===== src/rtl/trng_pkg.sv =====
// Shared constants and helpers for the von Neumann debiasing byte packer.
package trng_pkg;

  // Width of one packed output byte.
  localparam int unsigned BYTE_W = 8;

  // Default run length of identical raw bits that trips the health test.
  localparam int unsigned RPT_LIMIT_DEF = 32;

  // Raw bit pairs {first, second} that produce a debiased output bit.
  localparam logic [1:0] PAIR_ONE  = 2'b10;
  localparam logic [1:0] PAIR_ZERO = 2'b01;

  // Counter width able to represent the value 'limit' itself.
  function automatic int unsigned rep_cnt_w(input int unsigned limit);
    return $clog2(limit + 1);
  endfunction

endpackage


===== src/rtl/trng_rep_test.sv =====
// Continuous repetition-count health test on the raw (pre-debias) bit stream.
// The sticky fail flag is set once a run of identical bits reaches RPT_LIMIT.
module trng_rep_test
  import trng_pkg::*;
#(
  parameter int unsigned RPT_LIMIT = RPT_LIMIT_DEF
) (
  input  logic clk,
  input  logic rst_n,    // asynchronous, active-high
  input  logic bit_val,  // raw bit under test
  input  logic strobe,   // raw bit accepted this cycle
  input  logic clear,    // clears the sticky flag and the run counter
  output logic fail
);

  localparam int unsigned CntW = rep_cnt_w(RPT_LIMIT);
  localparam logic [CntW-1:0] CntMax = '1;
  localparam logic [CntW-1:0] CntOne = CntW'(1);
  localparam logic [CntW-1:0] Limit  = CntW'(RPT_LIMIT);

  logic            last_d, last_q;
  logic [CntW-1:0] cnt_d, cnt_q;
  logic            fail_d, fail_q;

  // Next-state: run tracking with saturation; clear wins over a same-edge bit.
  always_comb begin
    last_d = last_q;
    cnt_d  = cnt_q;
    fail_d = fail_q;
    if (clear) begin
      fail_d = 1'b0;
      cnt_d  = '0;
      if (strobe) begin
        // The coinciding bit opens a fresh run.
        last_d = bit_val;
        cnt_d  = CntOne;
      end
    end else if (strobe) begin
      last_d = bit_val;
      // A zero count means no previous bit since reset or clear.
      if (cnt_q == '0 || bit_val != last_q) begin
        cnt_d = CntOne;
      end else if (cnt_q != CntMax) begin
        cnt_d = cnt_q + CntOne;
      end
      if (cnt_d >= Limit) begin
        fail_d = 1'b1;
      end
    end
  end

  // State registers.
  always_ff @(posedge clk or posedge rst_n) begin
    if (rst_n) begin
      last_q <= 1'b0;
      cnt_q  <= '0;
      fail_q <= 1'b0;
    end else begin
      last_q <= last_d;
      cnt_q  <= cnt_d;
      fail_q <= fail_d;
    end
  end

  assign fail = fail_q;

endmodule


===== src/rtl/trng_vn_packer.sv =====
// Von Neumann debiaser and MSB-first byte packer with a valid/ready output
// register, gated by a repetition-count health test on the raw stream.
module trng_vn_packer
  import trng_pkg::*;
#(
  parameter int unsigned RPT_LIMIT = RPT_LIMIT_DEF,
  parameter int unsigned OVF_W     = 8
) (
  input  logic              clk,
  input  logic              rst_n,        // asynchronous, active-high
  input  logic              enable,
  input  logic              raw_bit,
  input  logic              raw_valid,
  input  logic              clear_fail,
  input  logic              byte_ready,
  output logic [BYTE_W-1:0] byte_out,
  output logic              byte_valid,
  output logic              health_fail,
  output logic [OVF_W-1:0]  overflow_cnt,
  output logic [2:0]        bits_pending
);

  localparam logic [OVF_W-1:0] OvfMax = '1;

  logic accept;      // raw bit accepted this cycle
  logic feed;        // accepted bit also goes to the debiaser
  logic emit_vld;    // debiaser produced a bit this cycle
  logic emit_bit;
  logic byte_done;   // packer completed a byte this cycle

  logic [BYTE_W-1:0] byte_nxt;

  logic              pair_d, pair_q;
  logic              first_d, first_q;
  logic [BYTE_W-2:0] shift_d, shift_q;
  logic [2:0]        pend_d, pend_q;
  logic [BYTE_W-1:0] out_d, out_q;
  logic              valid_d, valid_q;
  logic [OVF_W-1:0]  ovf_d, ovf_q;

  assign accept = raw_valid & enable;
  // A bit coinciding with clear_fail only restarts the health test.
  assign feed   = accept & ~health_fail & ~clear_fail;

  trng_rep_test #(
    .RPT_LIMIT (RPT_LIMIT)
  ) u_rep_test (
    .clk     (clk),
    .rst_n   (rst_n),
    .bit_val (raw_bit),
    .strobe  (accept),
    .clear   (clear_fail),
    .fail    (health_fail)
  );

  // Debiaser: pair up accepted bits; 10 -> 1, 01 -> 0, 00/11 -> nothing.
  always_comb begin
    pair_d   = pair_q;
    first_d  = first_q;
    emit_vld = 1'b0;
    emit_bit = 1'b0;
    if (!enable) begin
      // Pairs never straddle a disable gap.
      pair_d = 1'b0;
    end else if (feed) begin
      if (!pair_q) begin
        pair_d  = 1'b1;
        first_d = raw_bit;
      end else begin
        pair_d = 1'b0;
        case ({first_q, raw_bit})
          PAIR_ONE: begin
            emit_vld = 1'b1;
            emit_bit = 1'b1;
          end
          PAIR_ZERO: begin
            emit_vld = 1'b1;
            emit_bit = 1'b0;
          end
          default: ;
        endcase
      end
    end
    if (health_fail) begin
      pair_d = 1'b0;
    end
  end

  // Packer: shift emitted bits in at the LSB so the first bit lands in the MSB.
  always_comb begin
    shift_d   = shift_q;
    pend_d    = pend_q;
    byte_done = 1'b0;
    byte_nxt  = {shift_q, emit_bit};
    if (emit_vld) begin
      shift_d = byte_nxt[BYTE_W-2:0];
      if (pend_q == 3'd7) begin
        pend_d    = 3'd0;
        byte_done = 1'b1;
      end else begin
        pend_d = pend_q + 3'd1;
      end
    end
    // A failing source discards the partial byte.
    if (health_fail) begin
      pend_d = 3'd0;
    end
  end

  // Output register: handshake drain, same-edge reload, drop with saturating count.
  always_comb begin
    out_d   = out_q;
    valid_d = valid_q;
    ovf_d   = ovf_q;
    if (valid_q && byte_ready) begin
      valid_d = 1'b0;
    end
    if (byte_done) begin
      if (!valid_q || byte_ready) begin
        out_d   = byte_nxt;
        valid_d = 1'b1;
      end else if (ovf_q != OvfMax) begin
        ovf_d = ovf_q + OVF_W'(1);
      end
    end
  end

  // State registers.
  always_ff @(posedge clk or posedge rst_n) begin
    if (rst_n) begin
      pair_q  <= 1'b0;
      first_q <= 1'b0;
      shift_q <= '0;
      pend_q  <= 3'd0;
      out_q   <= '0;
      valid_q <= 1'b0;
      ovf_q   <= '0;
    end else begin
      pair_q  <= pair_d;
      first_q <= first_d;
      shift_q <= shift_d;
      pend_q  <= pend_d;
      out_q   <= out_d;
      valid_q <= valid_d;
      ovf_q   <= ovf_d;
    end
  end

  assign byte_out     = out_q;
  assign byte_valid   = valid_q;
  assign overflow_cnt = ovf_q;
  assign bits_pending = pend_q;

endmodule


===== config.mk =====
export PLATFORM = sky130hd
export DESIGN_NAME = trng_vn_packer
export DESIGN_NICKNAME = d
export VERILOG_FILES = /design/src/rtl/trng_pkg.sv /design/src/rtl/trng_rep_test.sv /design/src/rtl/trng_vn_packer.sv
export SDC_FILE = /design/constraint.sdc
export NUM_CORES = 1
export LEC_CHECK = 0
export CORE_MARGIN = 2
export CORE_UTILIZATION = 50
export CTS_CLUSTER_SIZE = 10
export DETAILED_ROUTE_END_ITERATION = 10
export DONT_BUFFER_PORTS = 1
export GPL_TIMING_DRIVEN = 1
export PLACE_DENSITY = 0.68
export SLEW_MARGIN = 20
export SYNTH_ARGS = -nofsm -noshare
export SYNTH_HDL_FRONTEND = slang
export SYNTH_SLANG_ARGS = --single-unit
export TNS_END_PERCENT = 50

===== constraint.sdc =====
create_clock -name clk -period 1.6 [get_ports clk]
set_input_delay 0.16 -clock clk [delete_from_list [all_inputs] [get_ports clk]]
set_output_delay 0.16 -clock clk [all_outputs]
set_load 0.005 [all_outputs]

# After elaboration in Yosys (flattened, before gate mapping)
# Cells that the tools add are included.
dict set report classes {
  muxes 30
  n_eq_ne 7
  addsub 3
  n_reduce_logical 13
  n_lt_le_gt_ge 1
  n_bitwise 7
}
# operator count
set ops {}
lappend ops {{6-bit two-way mux} 6}
lappend ops {{1-bit two-way mux} 21}
lappend ops {{3-bit two-way mux} 3}
lappend ops {{8-bit by 1-bit adder with 8-bit output, second input constant} 1}
lappend ops {{8-bit inequality test, second input constant} 1}
lappend ops {{6-bit by 1-bit adder with 6-bit output, second input constant} 1}
lappend ops {{6-bit greater-or-equal comparator, second input constant} 1}
lappend ops {{6-bit zero test} 1}
lappend ops {{6-bit inequality test, second input constant} 1}
lappend ops {{3-bit AND reduction} 2}
lappend ops {{2-bit nonzero test} 3}
lappend ops {{1-bit NOT} 4}
lappend ops {{2-bit AND reduction} 2}
lappend ops {{3-bit by 1-bit adder with 3-bit output, second input constant} 1}
lappend ops {{1-bit AND} 3}
lappend ops {{3-bit equality test, second input constant} 1}
lappend ops {{3-bit by 1-bit inequality test with 1-bit output, second input constant} 1}
lappend ops {{2-bit by 1-bit equality test with 1-bit output, second input constant} 1}
lappend ops {{2-bit equality test, second input constant} 1}
lappend ops {{1-bit logical OR} 2}
lappend ops {{2-bit OR reduction} 1}
lappend ops {{1-bit logical AND} 1}
lappend ops {{1-bit zero test} 1}
lappend ops {{1-bit inequality test} 1}
dict set report word_totals {
  ff_bits 37
  elab_cells 71
  out_inout_bits 21
  input_bits 7
}

# Longest topological paths before layout
dict set report logic_depth {
  ltp_word 9
  ltp_mapped 6
  mapped_depth_nobuf 6
}

# By module
# Synthesis repeated with hierarchy kept, for this count alone.
dict set report hier_totals {
  hier_cells 167
  area_unflattened_um2 1803.0
}
# mod instances seq_area_each_um2 cells_per_inst area_per_inst_um2
set by_module_without_submodules {}
lappend by_module_without_submodules {trng_vn_packer 1 725.7 115 1326.3}
lappend by_module_without_submodules {trng_rep_test 1 200.2 52 476.7}

# Worst setup path after synthesis
# OpenSTA, ideal clock, no wires.
dict set report synth_path {
  path_kind {reg2reg}
  from {register pend_q[0], in the netlist bits_pending[0]}
  to {register ovf_q[1], in the netlist overflow_cnt[1]}
  required_ns 1.475
  setup_ns 0.125
  path_buffers 0
  t_arrival_ns 1.657
  setup_slack_ns -0.182
  period_less_slack_ns 1.782
  stages_incl_launch_ff 7
  cell_sequence {dfrtp_1 ha_1 ha_1 and3b_1 nand4bb_1 nor2_1 mux2_2}
}
dict set report synth_between {
  elab_chain_len 4
}
# item line
set synth_rtl {}
lappend synth_rtl {{start: declaration} trng_vn_packer.sv:36} ;# logic [2:0] pend_d, pend_q;
lappend synth_rtl {{start signal: assignment} trng_vn_packer.sv:142} ;# pend_q <= pend_d;
lappend synth_rtl {{3-bit equality test} trng_vn_packer.sv:97} ;# if (pend_q == 3'd7) begin
lappend synth_rtl {{1-bit two-way mux} trng_vn_packer.sv:97}
lappend synth_rtl {{1-bit two-way mux} trng_vn_packer.sv:95} ;# if (emit_vld) begin
lappend synth_rtl {{3-bit AND reduction (no source line)} --}
lappend synth_rtl {{end signal: assignment} trng_vn_packer.sv:145} ;# ovf_q <= ovf_d;
lappend synth_rtl {{end: declaration} trng_vn_packer.sv:39} ;# logic [OVF_W-1:0] ovf_d, ovf_q;
# Every way passes these cells.
# A chain may end at the register's enable or synchronous reset.

# Final worst setup path
dict set report layout_path {
  from {register pend_q[0], in the netlist bits_pending[0]}
  to {register ovf_q[6], in the netlist overflow_cnt[6]}
}
# The elaborated chain is that of the path after synthesis.

==> summary.md <==
| Metric | Value |
|---|---|
| Outcome | `finished with violations` |
| Failing checks | `negative setup slack` |
| DRT antenna net count | `0` |
| Setup crit end kind | `register` |
| Routed vias/inst | `5.48` |
| Post-synthesis sequential area ratio | `0.518` |
| CTS tree | `yes` |
| Commonest cells after routing, fill and taps aside | `37 x dfrtp_1, 34 x nand2_1, 24 x buf_4` |
| Cell leakage power | `about 0.0011 µW` |
| Hold crit path type | `in -> reg` |
| Hold WS | `between 0.03 and 0.04 ns` |
| Synthesized area | `~1800 µm²` |
| Die W | `~64 µm` |
| PnR worst setup slack | `-0.115 ns` |
| Setup CP Type | `reg -> reg` |
| CP startpoint kind | `register` |
| FFs w/ async S/R, synth | `1.00` |
| Vias post-DR | `1403` |
| Final HPWL DP | `approximately 2600 µm` |
| Gate Count Post-Synth | `roughly 170` |
| Clock Sink Count | `37` |
| Number of synthesized flops with an enable pin | `0` |
| Share of cells above drive strength 1 | `0.348` |
| Worst Skew | `around 0.0087 ns` |
| Die area | `around 4000 µm²` |
| Gr usage total | `0.202` |
| CP peak stage delay | `roughly 0.4 ns` |
| Grt ovf | `0` |
| Critical path data required time | `1.84 ns` |
| DR pass1 iterations | `4` |
| Cells after DPL | `236` |
| First-pass GRT wire length | `6330 µm` |
| Ys flop type | `dfrtp_1` |
| Rel. slew slack | `0.697` |
| Final Max Slew Viols | `0` |
| Power Density | `about 840 nW/µm²` |
| Final period util | `1.07` |
| Die Y-Extent | `roughly 64 µm` |
| Most common cell after layout, fill and taps aside | `dfrtp_1` |
| VDD IR max | `720 µV` |
| # rows | `21` |
| Initial Util | `0.528` |
| Synth Warn # | `0` |
| CP max stage cell | `dfrtp_1` |
| Hold Vio Cnt, Final | `0` |
| Avg WL per Cell | `~15 µm` |
| PortBufs | `0` |
| GPL Wtd Cong | `0.843` |
| Fin Setup TNS | `-0.567 ns` |
| Setup-failing EPs final | `7` |
| Clock latency on the worst-skew pair | `around 0.34 ns` |
| # IOs | `28` |
| Critical path data arrival time | `1.95 ns` |
| Antenna violations before repair | `0` |
| Crit Path Max Fanout | `6` |
| H-tree levels | `2` |
| Post-detailed-routing wire length | `between 3000 and 4000 µm` |
| Net Count, Synth | `about 190` |
| Core area | `~3400 µm²` |
| Clock period minus worst slack | `approximately 1.7 ns` |
| Layout Cells excl Fill | `roughly 260` |
| DRC errors left | `0` |
| RSZ-0062 raised after global routing | `yes` |
| Largest net degree at the start of global routing | `38` |
| N_diodes | `0` |
| Fillers | `260` |
| Final Core Density | `0.697` |
| Root Buffer | `clkbuf_4` |
| Library cells used by synthesis | `38` |
| Vias in the first global route | `1407` |
| Worst-path cell chain | `ha_2 > ha_4 > and3b_2 > nand4bb_4 > nor3_2 > mux2_4` |
| Area Growth Syn to Fin | `32.2%` |
| Worst-path clk slew | `0.11 ns` |
| First DRT Iteration DRCs | `slightly above 80` |
| Slew @ Worst Pin | `~0.45 ns` |
| Inserted Clock Buffers | `5` |
| Flops & latches, synth | `37` |
| Clock buffer depth | `2` |
| Final nets | `around 220` |
| Max Cap Viol | `0` |
| Max frequency | `about 0.58 GHz` |
| Syn Area/Cell | `10.3 µm²` |
-- worst max-delay path: cells and delay by family, from the launching register on --
family	cells	cell delay (ns)
mux	1	0.32
flops	1	0.39
fa+ha+maj	2	0.33
simple gates	3	0.57
-- report_power, final --
group          total [µW]  switching [µW]  internal, µW
registers            1000            30.1           973
clock network         685             311           373
logic                 306             142           164
-- synth_stat cells (2+ instances only) --
cell type	n	area, µm²
xor2_1	5	43.8
a31oi_1	3	18.8
nor2_1	10	37.5
a21o_1	2	15.0
mux2_2	12	135
o21ai_0	5	25.0
clkbuf_1	2	7.51
nand3_1	7	35.0
inv_1	7	26.3
nor3_1	4	20.0
nand2_1	34	128
nand2b_1	4	25.0
a21oi_1	7	35.0
nor4_1	4	25.0
ha_1	6	75.1
nand4_1	3	18.8
nand3b_1	2	15.0
dfrtp_1	37	926
-- state kept, by name (all words and copies together) (netlist names) --
register	count
byte_out	8
overflow_cnt	8
shift_q	7
u_rep_test.cnt_q	6
bits_pending	3
byte_valid	1
first_q	1
pair_q	1
u_rep_test.fail	1
u_rep_test.last_q	1
-- layer usage --
metal  global-route usage  vias up  wire length [µm]
met4               0.0870        0                52
li1                     -      688                 -
met2                0.329       29              1900
met3               0.0634        6               175
met1                0.245      680              1690
met5                    0        -                 0
-- through the flow --
stage	setup slack, ns	total power (µW)	instance area [µm²]
after CTS	-0.147	1950	2180
after global routing	-0.203	2090	2360
after detailed placement	-0.283	1240	2000
after floorplan	-0.123	1150	1820
final	-0.115	1990	2360
after global placement	-0.122	1230	2000
-- timing repair --
item	in CTS	in global routing
buffers inserted	1	7
setup endpoints to repair	19	30
endpoints found under the hold margin	40	0
pin swaps	4	7
hold buffers	4	0
gates resized for setup	8	25
-- path summary, 6_finish.rpt --
check | slack (ns) | from | endpoint | cells past startpoint
worst max-delay path | -0.11 | bits_pending[0] | overflow_cnt[6] | 6
worst min-delay path | 0.03 | clear_fail | u_rep_test.cnt_q[0] | 2
worst max register to register | -0.11 | bits_pending[0] | overflow_cnt[6] | 6
worst min register to register | 0.50 | shift_q[6] | shift_q[6] | 2
max in group asynchronous | 0.93 | rst_n | shift_q[2] | 3
min in group asynchronous | 0.34 | rst_n | u_rep_test.cnt_q[4] | 3
-- final cells by class --
class                   count  area (µm²)  area share
clock buffers               7        55.1      0.0233
repair buffers             31         254       0.107
well taps                  46        57.6      0.0244
clock inverters             1        30.0      0.0127
inverters                   7        26.3      0.0111
multi-input cells         127        1010       0.429
flip-flops and latches     37         926       0.392
-- cell families (layout without fill, tap and decap cells) --
| group | after synthesis | count (layout) | synth area share |
|---|---|---|---|
| xor+xnor | 6 | 6 | 0.0294 |
| flops | 37 | 37 | 0.518 |
| compound gates | 24 | 24 | 0.0847 |
| fa+ha+maj | 6 | 6 | 0.0420 |
| simple gates | 78 | 78 | 0.220 |
| mux | 13 | 13 | 0.0812 |
| buf+inv | 10 | 46 | 0.0252 |
No activity file was read; power rests on OpenSTA's default activity.
==> patch, RTL diff (config.mk and constraints unchanged) <==
`BYTE_W`: 8 -> 9.
--- a/src/rtl/trng_pkg.sv
+++ b/src/rtl/trng_pkg.sv
@@ -4,3 +4,3 @@
   // Width of one packed output byte.
-  localparam int unsigned BYTE_W = 8;
+  localparam int unsigned BYTE_W = 9;
 
Interface: changed (resized byte_out); port bits go from 28 to 29. No check against the original RTL was run, so the function may have changed too.
==> patch against the unedited design <==
  * The flow still finishes with violations (setup timing)
  * Count of clock-buffer cells in the layout fell by 1
  * Total power fell by 3.8%
  * Critical path depth fell by 1
  * Sequential cell count rose by 2
  * Utilization fell by 5.6 points
  * Area after synthesis rose by 4.4%
  * Worst setup slack improved by 76 ps
  * Sequential share of layout area rose by 2.7 points
  * Via count fell by 1.1%
  * Clock power fell by 5.4%
  * Combinational power fell by 27%
  * Wire length rose by 4.5%
  * Final area fell by 1.5%
  * Largest cell class is now registers
  * Highest routed layer unchanged
==> patch: results <==
set metrics [dict create \
    holdPathEnd "pair_q" \
    ir_drop_mv 0.577 \
    routabilityCongestion 0.897 \
    cp_max_fo 3 \
    status "finished with violations" \
    p_per_area_nw_per_um2 824 \
    tightest_slew_ps 471 \
    violations "setup timing" \
    wl_met3_um 213 \
    worst_slack_ps -39.0 \
    drive_gt1_share_pct 35.8 \
    worstRegToRegCells 5 \
    whs_path_depth 1 \
    grt_pass1_wl_mm 6.97 \
    fillers 297 \
    max_stage_delay_ps 490 \
    leakagePower_nw 1.13 \
    synth_common_cells "dfrtp_1 (39), mux2_2 (19), nand2_1 (13)" \
    clk_pin_slew_ps 80 \
    place_ws_ps -81.5 \
    critPathSlowestCell "or4b_4" \
    clock_latency_ps 290 \
    synth_area_leaders "dfrtp_1 (52%), mux2_2 (11%), ha_1 (4.0%)" \
    drt_iter0_drc 101 \
    finalClockSkew_ps 6.16 \
    dp_cells 228 \
    layout.nets 205 \
    power_sequential_mw 1.05 \
    hpwl_mm 2.72 \
    ys_seq_area_share_pct 52.3 \
    gr-usage-met2_pct 35.4 \
    p_switching_uw 485 \
    grt_usage_pct 21.5 \
    cts_root_buffer "clkbuf_8" \
    grt_util_met1_pct 26.2 \
    grt_pass1_vias 1490 \
    gr-usage-met3_pct 6.68 \
    cp.arrival_ps 1810 \
    clock_power_share_pct 33.8 \
    setup_viol 10 \
    fin_cells 241 \
    grt_start_max_net_pins 40 \
    wl_met2_mm 2.04 \
]
patch: cell types whose count changed after synthesis, moves of 3 or more:
cell / unedited run / this run
and2_1: 0 / 3
and3_1: 1 / 4
mux2_2: 12 / 19
nor2b_1: 1 / 6
nand2_1: 34 / 13
o311ai_0: 0 / 3
patch: what timing repair did:
item / 4_1_cts / 5_1_grt
hold endpoints to repair: 41 / 1
pin swaps: 5 / 2
hold buffers: 2 / 1
setup endpoints to repair: 19 / 31
buffers inserted: 2 / 0
resized for setup: 14 / 15
patch: cell families after synthesis:
family	count (synthesis)	share of synthesized area [%]
AND/OR/NAND/NOR	60	18.6
buffers and inverters	10	2.55
adder cells (fa/ha/maj)	6	4.02
XOR/XNOR	7	3.28
multiplexers	19	11.5
flip-flops	39	52.3
AO/OA/AOI/OAI	23	7.84
patch: area by class of cell:
class / instances / area (um^2) / area share [%]
Clock inverter: 2 / 12.5 / 0.537
Inverter: 7 / 26.3 / 1.13
Sequential cell: 39 / 976 / 41.9
Multi-Input combinational cell: 115 / 965 / 41.4
Clock buffer: 6 / 72.6 / 3.12
Timing Repair Buffer: 24 / 216 / 9.30
Tap cell: 48 / 60.1 / 2.58
patch: worst max path at each step:
stage / slack, ps / startpoint / cells past startpoint / to
finish: -40 / u_rep_test.cnt_q[1] / 5 / u_rep_test.cnt_q[0]
global route: -180 / first_q / 6 / overflow_cnt[5]
CTS: -7 / first_q / 6 / overflow_cnt[7]
detailed placement: -80 / bits_pending[0] / 5 / overflow_cnt[2]
global placement: -10 / first_q / 6 / overflow_cnt[1]
floorplan: 10 / bits_pending[0] / 5 / overflow_cnt[2]
patch: worst register-to-register path, delay by kind of cell (launching register included):
kind / cells / cell delay (ps)
and+or+nand+nor: 2 / 730
DFF: 1 / 360
AOI/OAI and AO/OA: 2 / 220
adders and majority gates: 1 / 200
